[src/rtl/intctl.sv]
// Interrupt controller: latches five requests into IF, masks with IE, presents irq+vector; INTCTL_EDGE_EN selects edge-triggered sources.
// Latency: request to IF 1 cycle, IF to irq 1 cycle; no backpressure, ack is a one-cycle handshake from the CPU.
module intctl #(
    parameter logic [15:0] IF_ADDR = 16'hff0f,
    parameter logic [15:0] IE_ADDR = 16'hffff
) (
    input  logic        clockgb,
    input  logic        resetn,
    input  logic        intv,
    input  logic        intl,
    input  logic        intt,
    input  logic        ints,
    input  logic        intj,
    input  logic [15:0] address,
    input  logic [7:0]  indata,
    output logic [7:0]  outdata,
    input  logic        load,
    input  logic        store,
    output logic        irq,
    input  logic        ack,
    output logic [15:0] vector,
    output logic        wake,
    output logic [7:0]  dif
);

    typedef enum logic [1:0] {IDLE, REQ, DONE} state_t;

    state_t      state, state_nx;
    logic [4:0]  flags, flags_nx;
    logic [7:0]  ie;
    logic [4:0]  src, set, pend;
    logic [2:0]  num, num_nx, low;
    logic        irq_nx;
    logic [15:0] vector_nx;
    logic        wr_if, wr_ie;

    assign src   = {intj, ints, intt, intl, intv};
    assign wr_if = store && (address == IF_ADDR);
    assign wr_ie = store && (address == IE_ADDR);
    assign pend  = flags & ie[4:0];
    assign wake  = |pend;
    assign dif   = {3'b000, flags};

`ifdef INTCTL_EDGE_EN
    logic [4:0] src_q;

    always_ff @(posedge clockgb or negedge resetn) begin
        if (!resetn) src_q <= 5'd0;
        else         src_q <= src;
    end

    assign set = src & ~src_q;
`else
    assign set = src;
`endif

    // Write, then ack clear, then source set: a fresh request always survives.
    always_comb begin
        flags_nx = wr_if ? indata[4:0] : flags;
        if (state == REQ && ack) flags_nx[num] = 1'b0;
        flags_nx = flags_nx | set;
    end

    always_comb begin
        low = 3'd0;
        for (int i = 4; i >= 0; i--) begin
            if (pend[i]) low = 3'(i);
        end
    end

    always_comb begin
        state_nx  = state;
        num_nx    = num;
        irq_nx    = irq;
        vector_nx = vector;
        case (state)
            IDLE: begin
                if (|pend) begin
                    state_nx  = REQ;
                    num_nx    = low;
                    irq_nx    = 1'b1;
                    vector_nx = 16'h0040 + {10'd0, low, 3'b000};
                end
            end
            REQ: begin
                // Vector stays locked to num; only ack or loss of the request ends REQ.
                if (ack) begin
                    state_nx = DONE;
                    irq_nx   = 1'b0;
                end else if (!flags[num] || !ie[num]) begin
                    state_nx = IDLE;
                    irq_nx   = 1'b0;
                end
            end
            DONE:    state_nx = IDLE;
            default: state_nx = IDLE;
        endcase
    end

    always_ff @(posedge clockgb or negedge resetn) begin
        if (!resetn) begin
            state  <= IDLE;
            flags  <= 5'd0;
            ie     <= 8'd0;
            num    <= 3'd0;
            irq    <= 1'b0;
            vector <= 16'd0;
        end else begin
            state  <= state_nx;
            flags  <= flags_nx;
            num    <= num_nx;
            irq    <= irq_nx;
            vector <= vector_nx;
            if (wr_ie) ie <= indata;
        end
    end

    always_comb begin
        outdata = 8'd0;
        if (resetn && load) begin
            if (address == IF_ADDR)      outdata = {3'b111, flags};
            else if (address == IE_ADDR) outdata = ie;
        end
    end

endmodule
[config.mk]
export PLATFORM = sky130hd
export DESIGN_NAME = intctl
export DESIGN_NICKNAME = d
export VERILOG_FILES = /design/src/rtl/intctl.sv
export SDC_FILE = /design/constraint.sdc
export NUM_CORES = 1
export LEC_CHECK = 0
export ABC_CLOCK_PERIOD_IN_PS = 2800
export BUFFER_PORTS_ARGS = -buffer_cell sky130_fd_sc_hd__buf_4
export CAP_MARGIN = 25
export CORE_MARGIN = 2
export CORE_UTILIZATION = 40
export CTS_CLUSTER_SIZE = 8
export DETAILED_ROUTE_END_ITERATION = 6
export GPL_TIMING_DRIVEN = 0
export MAX_ROUTING_LAYER = met4
export PLACE_DENSITY = 0.73
export SYNTH_ARGS = -nofsm -noshare
export SYNTH_HDL_FRONTEND = slang
export SYNTH_SLANG_ARGS = --single-unit
[constraint.sdc]
create_clock -name clockgb -period 2.8 [get_ports clockgb]
set_input_delay 0.28 -clock clockgb [delete_from_list [all_inputs] [get_ports clockgb]]
set_output_delay 0.28 -clock clockgb [all_outputs]
set_load 0.01 [all_outputs]
Word level (Yosys, flattened, before mapping)
Index checks and enable logic that the tools add are counted.

word-level totals
  bits in registers = 35
  input port bits = 34
  output and inout bits = 34
  word-level logic and storage cells = 56

operators by class
  $add $sub $neg = 1
  $lt $le $gt $ge = 2
  equal/unequal tests = 5
  muxes and demuxes = 24
  bitwise operators = 4
  reduce and logical (&&, ||, !) cells = 14

operators with widths
  operator              number
  $eq 16x16->1 const B  2
  $mux 8                3
  $mux 3                5
  $and 5x5->5           2
  $mux 5                2
  $add 7x6->8 const A   1
  $bmux 1 s3            2
  $mux 1                6
  $mux 2                3
  $logic_and 1x1->1     5
  $not 5->5             1
  $or 5x5->5            1
  $reduce_or 5->1       1
  $lt 3x4->1 const B    1
  $pmux 2 s2            1
  $reduce_and 2->1      2
  $demux 1 s3           1
  $ge 3x1->1 const B    1
  $ne 3x2->1 const B    1
  $reduce_and 3->1      1
  $eq 2x1->1 const B    1
  $logic_not 1->1       2
  $logic_not 2->1       1
  $ne 2x2->1 const B    1
  3 further kinds       3

Depth between registers and ports, before layout
Gate-level depths: netlist (run 1).

  word-level depth = 8
  gate-level depth with buffers = 5
  depth with buffers taken out = 4

Worst setup path before layout (run 1)
OpenSTA, ideal clock, no wires.

  kind = input to output
  from = in address[5]
  to = out outdata[0]
  data arrival time = 1.444 ns
  data required time = 2.520 ns
  path slack = 1.076 ns
  cell stages on the path = 5
  buffers on the path = 1
  path through = or4_4 > nor3_4 > and2_1 > buf_4 > a22o_1

between the ends
  word-level cells in the longest chain between the ends = 4
  elaborated cells on any way between the ends = 5
  classes of those cells = eq/ne (2); mux (3)

RTL lines
  item                line  RTL
  start: declaration  14    input logic [15:0] address,
  $eq 16x16->1        122   else if (address == IE_ADDR) outdata = ie;
  $mux 8              122
  $mux 8 (*)          121   if (address == IF_ADDR) outdata = {3'b111, flags};
  $mux 8 (*)          120   if (resetn && load) begin
  end: declaration    16    output logic [7:0] outdata,

Mark *: on every way between the ends. The rest lies on a longest branch, timed or not.

Worst setup path in the final report (run 1)
  from = in resetn
  to = out outdata[1]

between the ends
  word-level cells in the longest chain between the ends = 2

RTL lines
  item                line  RTL
  start: declaration  8     input logic resetn,
  $logic_and 1x1->1   120
  $mux 8              120

No other way between the ends.

==> qor.yml, run 1 <==
clockBufferDepth: 2
synth_top_area_share: 0.407
crit_top_cell: "buf_4"
ys_types: 35
tritoncts: "done"
area_growth_pct: 44.4
row_count: 20
path_buf_inv: 4
synthArstFlopShare: 1.00
crit_chain: "dlygate4sd3_1 -> buf_4 -> nand2_1 -> nor2_1 -> and2_0 -> clkbuf_1 -> a22o_1 -> buf_4"
wl_met2_um: 1580
min_period_ns: 2.33
fp.dieW_um: 59.5
synth_seq_cells: 20
coreArea_sq_um: 2980
status: "finished clean"
drive_gt1_frac: 0.414
final-hold-violation-count: 0
period_share: 0.831
seq_area_frac_synth: 0.407
crit_required_ns: 2.52
skew_ns: 0.00877
n_antenna_cell: 0
hp-class: "in -> reg"
cts_max_level: 1
path_class: "in -> out"
wl_per_cell_um: 13.6
cpPeakStageDelay_ns: 0.52
power_density_nw_per_um2: 342
cp-start-kind: "primary input"
drt-total-wl_um: 3040
die_area_sq_um: 3540
p_int_w: 0.000484
cts_resized: 0
synth_area_sq_um: 1230
syn_area_per_cell_sq_um: 10.3
clkTransAtPathRegs_ns: 0.12
cp.arrival_ns: 2.05
grt_pass1_wl_um: 4920
drv_cap: 0
routed.top_layer: "met4"
grt_remaining_overflow: 0
hpwlAfterDp_um: 2450
synth.area.top_cells: "dfrtp_1, buf_4, mux2_1"
power_switching_w: 0.000124
viasPerCell: 5.22
power_frac_comb: 0.135
slowest_stage: "dlygate4sd3_1"
power.share.clock: 0.385
crit_family: "buffers and inverters"
antenna_found_initial: 0
clock-root-buffer: "clkbuf_4"
start_util: 0.413
ys.flop_type: "dfrtp_1"
grt_max_degree: 22
postCtsSetupBuffers: 0
drtIter0Drc: 48
io_buffers: 52
leakage_nw: 0.939
final_nets: 226
clock_sinks: 20
cp_max_fo: 21
drt_pre_antenna_iters: 4
pre_cts_ws_ns: 0.760
finalSetupTns_ns: 0
syn_inst: 120
yosys.area.top_type: "dfrtp_1"
drc: 0
worst_slack_ns: 0.473
p_seq_frac: 0.480
yosysWarnings: 0
clock_latency_ns: 0.30
p_sw_frac: 0.204
grt_usage: 0.185
slew_violations: 0
crit_path_end_kind: "primary output"
vdd_ir_drop_max_mv: 0.202
ant_nets: 0
rsz0062_at_grt: "no"
die_y_um: 59.5
timing.fmax_mhz: 430
cts-buffers-inserted: 3
setup_violations: 0
met3_length_um: 174
vias: 1169
synth_edf_count: 0
routabilityCongestion: 0.895
ios: 68
grt_pass1_vias: 1141
met1_length_um: 1260
utilization: 0.597
[routing by layer]
layer,up-vias,GRT usage
met5,-,-
met4,0,0.0584
met3,4,0.0284
met2,38,0.322
met1,559,0.218
li1,568,-
[sequential cells by signal (all words and copies together), names as in the netlist]
signal  count
state       2
vector      2
irq         1
ie          8
num         2
flags       5
[cells in the final DEF, fill, tap and decap left out, types with 3 or more instances in the layout]
| cell | netlist | layout |
|---|---|---|
| a21o_1 | 3 | 3 |
| a21oi_1 | 4 | 4 |
| a22o_1 | 5 | 5 |
| a311o_1 | 5 | 5 |
| a31oi_1 | 4 | 4 |
| and4_1 | 5 | 5 |
| buf_4 | 16 | 68 |
| clkbuf_4 | 0 | 3 |
| conb_1 | 1 | 15 |
| dfrtp_1 | 20 | 20 |
| inv_1 | 3 | 3 |
| mux2_1 | 9 | 9 |
| nand2_1 | 12 | 12 |
| nand3_1 | 3 | 3 |
| nor2_1 | 3 | 3 |
[synth_stat cells (all sizes together), types with 2 or more instances]
| library cell | count |
|---|---|
| and4 | 5 |
| a21o | 3 |
| nand3 | 3 |
| a22o | 5 |
| a311o | 5 |
| nor2 | 4 |
| nand4 | 4 |
| inv | 3 |
| dfrtp | 20 |
| a31oi | 4 |
| clkbuf | 2 |
| buf | 16 |
| o21ai | 2 |
| a21oi | 4 |
| nand2 | 13 |
| nand3b | 2 |
| and2 | 2 |
| a22oi | 2 |
| nor3 | 2 |
| mux2 | 9 |
[cell type report]
type | count | area (sq um)
Fill cell | 263 | 1200
Inverter | 3 | 11.3
Multi-Input combinational cell | 93 | 644
Clock inverter | 1 | 30.0
Buffer | 18 | 128
Timing Repair Buffer | 53 | 400
Tap cell | 33 | 41.3
Clock buffer | 3 | 22.5
Sequential cell | 20 | 500
[through the flow]
step | hold WS, ns | instance area, sq um | instances | total power (W)
after floorplan | -0.0156 | 1280 | 134 | 0.000330
after global placement | 0.174 | 1720 | 219 | 0.000375
after detailed placement | 0.178 | 1720 | 219 | 0.000378
after CTS | 0.181 | 1780 | 224 | 0.000610
after global routing | 0.166 | 1780 | 224 | 0.000631
final | 0.182 | 1780 | 224 | 0.000607
[cells by family (layout without fill, tap and decap cells)]
kind of cell	count (synthesis)	in the layout	synth area share
buffers and inverters	21	78	0.113
other	1	15	0.00305
AND/OR/NAND/NOR	40	40	0.216
flip-flops	20	20	0.407
multiplexers	9	9	0.0823
AO/OA/AOI/OAI	29	29	0.179
[worst register-to-register path: stages (launching register included)]
cell and delay (ns):
dfrtp_1 0.46, and4bb_2 0.38, nand3b_1 0.12, and4_1 0.23
a311o_1 0.31
[power by group through the flow]
stage          combinational, W  clock, W  sequential (W)
2_1_floorplan         0.0000318         0        0.000298
3_3_place_gp          0.0000785         0        0.000297
3_5_place_dp          0.0000805         0        0.000297
4_1_cts               0.0000818  0.000237        0.000291
5_1_grt               0.0000897  0.000250        0.000292
6_report              0.0000821  0.000234        0.000291
[worst paths after layout]
path / to / slack [ns] / depth (start not counted) / startpoint
worst max-delay path: outdata[1] / 0.47 / 8 / resetn
worst max register to register: flags[1] / 1.20 / 4 / vector[5]
worst min-delay path: flags[4] / 0.18 / 2 / intj
worst min register to register: vector[6] / 0.49 / 1 / vector[6]
max in group asynchronous: ie[5] / 2.19 / 2 / resetn
min in group asynchronous: irq / 0.38 / 2 / resetn
[what timing repair did]
action,in CTS,in global routing
endpoints found under the setup margin,0,0
endpoints found under the hold margin,20,0
hold buffers,1,0
Power figures use the tool's default switching activity.
==> run 2, diff against run 1 <==
--- a/config.mk
+++ b/config.mk
@@ -5,7 +5,7 @@
 export SDC_FILE = /design/constraint.sdc
 export NUM_CORES = 1
 export LEC_CHECK = 0
-export ABC_CLOCK_PERIOD_IN_PS = 2800
+export ABC_CLOCK_PERIOD_IN_PS = 2200
 export BUFFER_PORTS_ARGS = -buffer_cell sky130_fd_sc_hd__buf_4
 export CAP_MARGIN = 25
 export CORE_MARGIN = 2
==> constraint.sdc (replaced) <==
create_clock -name clockgb -period 2.2 [get_ports clockgb]
set_input_delay 0.22 -clock clockgb [delete_from_list [all_inputs] [get_ports clockgb]]
set_output_delay 0.22 -clock clockgb [all_outputs]
set_load 0.01 [all_outputs]
==> run 2 against run 1 <==
Compared with the run above: core utilization did not move; non-clock buffer count did not move; clock skew fell by 0.00070 ns; die area did not move; register-to-register slack got worse by 0.60 ns; routed wire length rose by 2.0%.
==> qor.yml, run 2 (synthesis results as in run 1) <==
cts-buffers-inserted: 3
fillerInstances: 263
cpPeakStageDelay_ns: 0.53
largest_register_ffs: 8
crit_required_ns: 1.98
cp_max_fo: 8
cts_resized: 0
max-slew-margin-rel: 0.392
grt_usage: 0.190
die_y_um: 59.5
seqCellArea_sq_um: 500
clockBufferDepth: 2
wl_per_cell_um: 13.8
slowest_stage: "or4_4"
drtIter0Drc: 49
grt_pass1_wl_um: 5000
n_antenna_cell: 0
multi_input_area_sq_um: 644
drv_cap: 0
top_register: "ie"
dpl_cell_area_sq_um: 1720
pre_cts_ws_ns: 0.280
antenna_found_initial: 0
vias: 1167
slew_violations: 0
cts_max_level: 1
final_cell_mix: "buf_4, dfrtp_1, conb_1"
hpwlAfterDp_um: 2450
crit_path_end_kind: "primary output"
path_class: "in -> out"
timing.hold.ws_ns: 0.121
clock_sinks: 20
min_period_ns: 1.92
io_buffers: 52
status: "finished clean"
crit_top_cell: "buf_4"
timing.fmax_mhz: 521
worst_pin_slew_ns: 0.909
clock_latency_ns: 0.30
final-hold-violation-count: 0
viasPerCell: 5.21
drive_gt1_frac: 0.414
die_area_sq_um: 3540
dp_cells: 219
grt_remaining_overflow: 0
hp-class: "in -> reg"
finalSetupTns_ns: 0
largestRegisters: "ie x8, flags x5"
drt-total-wl_um: 3100
design_area_sq_um: 1780
ant_nets: 0
grt_max_degree: 21
postCtsSetupBuffers: 0
cp-start-kind: "primary input"
final_nets: 226
start_util: 0.413
skew_ns: 0.00807
mostFrequentLayoutCell: "buf_4"
setup_violations: 0
fp.dieW_um: 59.5
drc: 0
leakage_nw: 0.939
hold_buffers: 1
fin_cells: 224
row_count: 20
tritoncts: "done"
power_density_nw_per_um2: 436
routabilityCongestion: 0.895
grt_pass1_vias: 1147
met3_usage: 0.0371
clkTransAtPathRegs_ns: 0.12
ios: 68
coreArea_sq_um: 2980
period_share: 0.872
area_growth_pct: 44.4
busiest_layer: "met2"
vdd_ir_drop_max_mv: 0.257
rsz0062_at_grt: "no"
cp.arrival_ns: 1.70
met1_usage: 0.221
crit_chain: "buf_4 -> or4_4 -> nor3_4 -> and2_1 -> buf_4 -> a22o_1 -> buf_4"
clock-root-buffer: "clkbuf_4"
use_met2: 0.319
worst_slack_ns: 0.282
drt_pre_antenna_iters: 5
==> run 2: per-stage QoR <==
step / utilization / total power, W
final: 0.597 / 0.000774
after global routing: 0.597 / 0.000804
after CTS: 0.597 / 0.000778
after detailed placement: 0.576 / 0.000481
after global placement: 0.576 / 0.000478
after floorplan: - / 0.000420
==> run 2: routing by layer <==
layer	wire [um]	part of all wire	vias to the layer above
met5	0	0	-
met4	59	0.019	0
met3	197	0.064	4
met2	1560	0.50	39
met1	1280	0.41	556
li1	-	-	568
==> run 2: path summary, 6_finish.rpt <==
path / from / to / slack [ns] / depth (start not counted)
min reg2reg: vector[6] / vector[6] / 0.49 / 1
max: address[5] / outdata[1] / 0.28 / 7
max reg2reg: vector[5] / flags[1] / 0.60 / 4
min in group asynchronous: resetn / irq / 0.61 / 2
min: intj / flags[4] / 0.12 / 2
max in group asynchronous: resetn / flags[2] / 1.03 / 2
==> run 2: final cells by class <==
type | count | area share
sequential | 20 | 0.281
buffer | 18 | 0.0718
clock inverter | 1 | 0.0169
tap | 33 | 0.0232
clock buffer | 3 | 0.0127
timing repair buffer | 53 | 0.225
multi-input combinational | 93 | 0.362
inverter | 3 | 0.00633
==> run 2: power by group <==
group / switching [W] / total, W / internal (W)
combinational: 0.0000428 / 0.000105 / 0.0000622
clock: 0.000115 / 0.000298 / 0.000184
sequential: 0.00000130 / 0.000371 / 0.000370
==> run 2: worst max-delay path: cells and delay by family <==
kind                   cells  cell delay, ns
AO/OA/AOI/OAI              1            0.14
AND/OR/NAND/NOR            3            0.95
buffers and inverters      3            0.38
==> run 3, diff against run 2 <==
==> config.mk (replaced) <==
export PLATFORM = sky130hd
export DESIGN_NAME = intctl
export DESIGN_NICKNAME = d
export VERILOG_FILES = /design/src/rtl/intctl.sv
export SDC_FILE = /design/constraint.sdc
export NUM_CORES = 1
export LEC_CHECK = 0
export ABC_CLOCK_PERIOD_IN_PS = 1800
export BUFFER_PORTS_ARGS = -buffer_cell sky130_fd_sc_hd__buf_4
export CAP_MARGIN = 25
export CELL_PAD_IN_SITES_DETAIL_PLACEMENT = 0
export CELL_PAD_IN_SITES_GLOBAL_PLACEMENT = 1
export CORE_MARGIN = 2
export CORE_UTILIZATION = 32
export CTS_CLUSTER_SIZE = 8
export DETAILED_ROUTE_END_ITERATION = 6
export GPL_TIMING_DRIVEN = 0
export MAX_ROUTING_LAYER = met4
export PLACE_DENSITY_LB_ADDON = 0.1
export SYNTH_ARGS = -nofsm -noshare
export SYNTH_HDL_FRONTEND = slang
export SYNTH_SLANG_ARGS = --single-unit
==> constraint.sdc (replaced) <==
create_clock -name clockgb -period 1.8 [get_ports clockgb]
set_input_delay 0.18 -clock clockgb [delete_from_list [all_inputs] [get_ports clockgb]]
set_output_delay 0.18 -clock clockgb [all_outputs]
set_load 0.01 [all_outputs]
==> run 3 against run 2 <==
Compared with the run above: die area up 23%; hold slack got worse by 0.00084 ns; first-iteration DRC count is 31% lower; sequential share of layout area shrank 0.70 points; non-clock buffer count up 1; critical endpoint is now outdata[0]; core utilization shrank 10 points.
==> qor.yml, run 3 (synthesis results as in run 1) <==
min_period_ns: 1.69
path_class: "in -> out"
fin_cells: 240
coreArea_sq_um: 3690
final_nets: 227
seqCellArea_sq_um: 500
start_util: 0.334
grt_max_degree: 21
setup_violations: 0
p_int_w: 0.000824
top_register: "ie"
mostFrequentLayoutCell: "buf_4"
fillerInstances: 373
vdd_ir_drop_max_mv: 0.441
antenna_found_initial: 0
fp.dieW_um: 66.0
grt_usage: 0.169
routabilityCongestion: 0.831
pre_cts_ws_ns: -0.0702
cp_max_fo: 8
drc: 0
max-slew-margin-rel: 0.384
dp_cells: 234
area_growth_pct: 48.1
die_area_sq_um: 4360
cp.arrival_ns: 1.51
ant_nets: 0
p_sw_frac: 0.200
tritoncts: "done"
wl_per_cell_um: 13.4
vias: 1133
worst_pin_slew_ns: 0.921
worst_slack_ns: 0.110
largestRegisters: "ie x8, flags x5"
rsz0062_at_grt: "no"
clkTransAtPathRegs_ns: 0.07
period_share: 0.939
timing.fmax_mhz: 592
clock_sinks: 20
viasPerCell: 4.72
n_antenna_cell: 0
skew_ns: 0.00308
leakage_nw: 0.952
power_frac_comb: 0.122
grt_remaining_overflow: 0
drtIter0Drc: 34
cp-start-kind: "primary input"
final_cell_mix: "buf_4, dfrtp_1, conb_1"
slew_violations: 0
io_buffers: 52
finalSetupTns_ns: 0
power_switching_w: 0.000206
drv_cap: 0
cts-buffers-inserted: 3
grt_pass1_vias: 1182
crit_required_ns: 1.62
crit_path_end_kind: "primary output"
row_count: 22
drt-total-wl_um: 3220
hp-class: "in -> reg"
cts_max_level: 1
multi_input_area_sq_um: 644
clock-root-buffer: "clkbuf_8"
drt_pre_antenna_iters: 4
ios: 68
hpwlAfterDp_um: 2510
power_density_nw_per_um2: 565
clockBufferDepth: 2
drive_gt1_frac: 0.417
power.share.clock: 0.438
grt_pass1_wl_um: 5480
largest_register_ffs: 8
p_seq_frac: 0.440
die_y_um: 66.0
final-hold-violation-count: 0
rrSetupSlack_ns: 0.19
status: "finished clean"
clock_latency_ns: 0.26
timing.hold.ws_ns: 0.120
run 3: changes by cell type in the layout (fill, tap and decap cells not counted), sizes merged:
cell	before	now
buf	68	69
run 3: worst paths after layout:
kind	end	depth (start not counted)	start
worst max-delay path	outdata[0]	7	address[5]
worst min-delay path	flags[2]	2	intt
worst max register to register	flags[2]	4	vector[5]
worst min register to register	vector[6]	1	vector[6]
max in group asynchronous	ie[2]	2	resetn
min in group asynchronous	vector[6]	2	resetn
run 3: cell type report:
cell class | count | area share
plain buffers | 18 | 0.0700
clock buffers | 3 | 0.0226
clock inverters | 1 | 0.0165
inverters | 3 | 0.00618
multi-input cells | 93 | 0.353
flip-flops and latches | 20 | 0.275
well taps | 48 | 0.0329
repair buffers | 54 | 0.224
run 3: what timing repair did:
action                                  in CTS  in global routing
endpoints found under the setup margin       8                  2
hold buffers                                 1                  0
gates resized for setup                      0                  0
buffers inserted                             1                  0
cloned                                       0                  0
pin swaps                                    1                  1
hold endpoints to repair                    20                  0
run 3: critical path: stages:
cell and delay [ns]:
buf_4 0.11, or4_4 0.53, nor3_4 0.14, and2_1 0.14, buf_4 0.15, a22o_1 0.14
buf_4 0.11
run 3: layer usage:
layer	vias to the layer above	routed length [um]	track usage
met5	-	0	-
met4	0	7	0.0281
met3	2	203	0.0392
met2	38	1640	0.292
met1	520	1380	0.205
li1	573	-	-
run 3: stage by stage:
stage	area (sq um)	power, W	utilization
2_1_floorplan	1280	0.000513	-
3_3_place_gp	1730	0.000585	0.470
4_1_cts	1820	0.00104	0.494
3_5_place_dp	1730	0.000587	0.470
5_1_grt	1820	0.00108	0.494
6_report	1820	0.00103	0.494
run 3: power by group through the flow:
stage	combinational (W)	clock, W	sequential [W]
4_1_cts	0.000127	0.000458	0.000453
3_5_place_dp	0.000125	0	0.000462
5_1_grt	0.000141	0.000489	0.000453
2_1_floorplan	0.0000495	0	0.000463
6_report	0.000126	0.000451	0.000453
3_3_place_gp	0.000123	0	0.000462
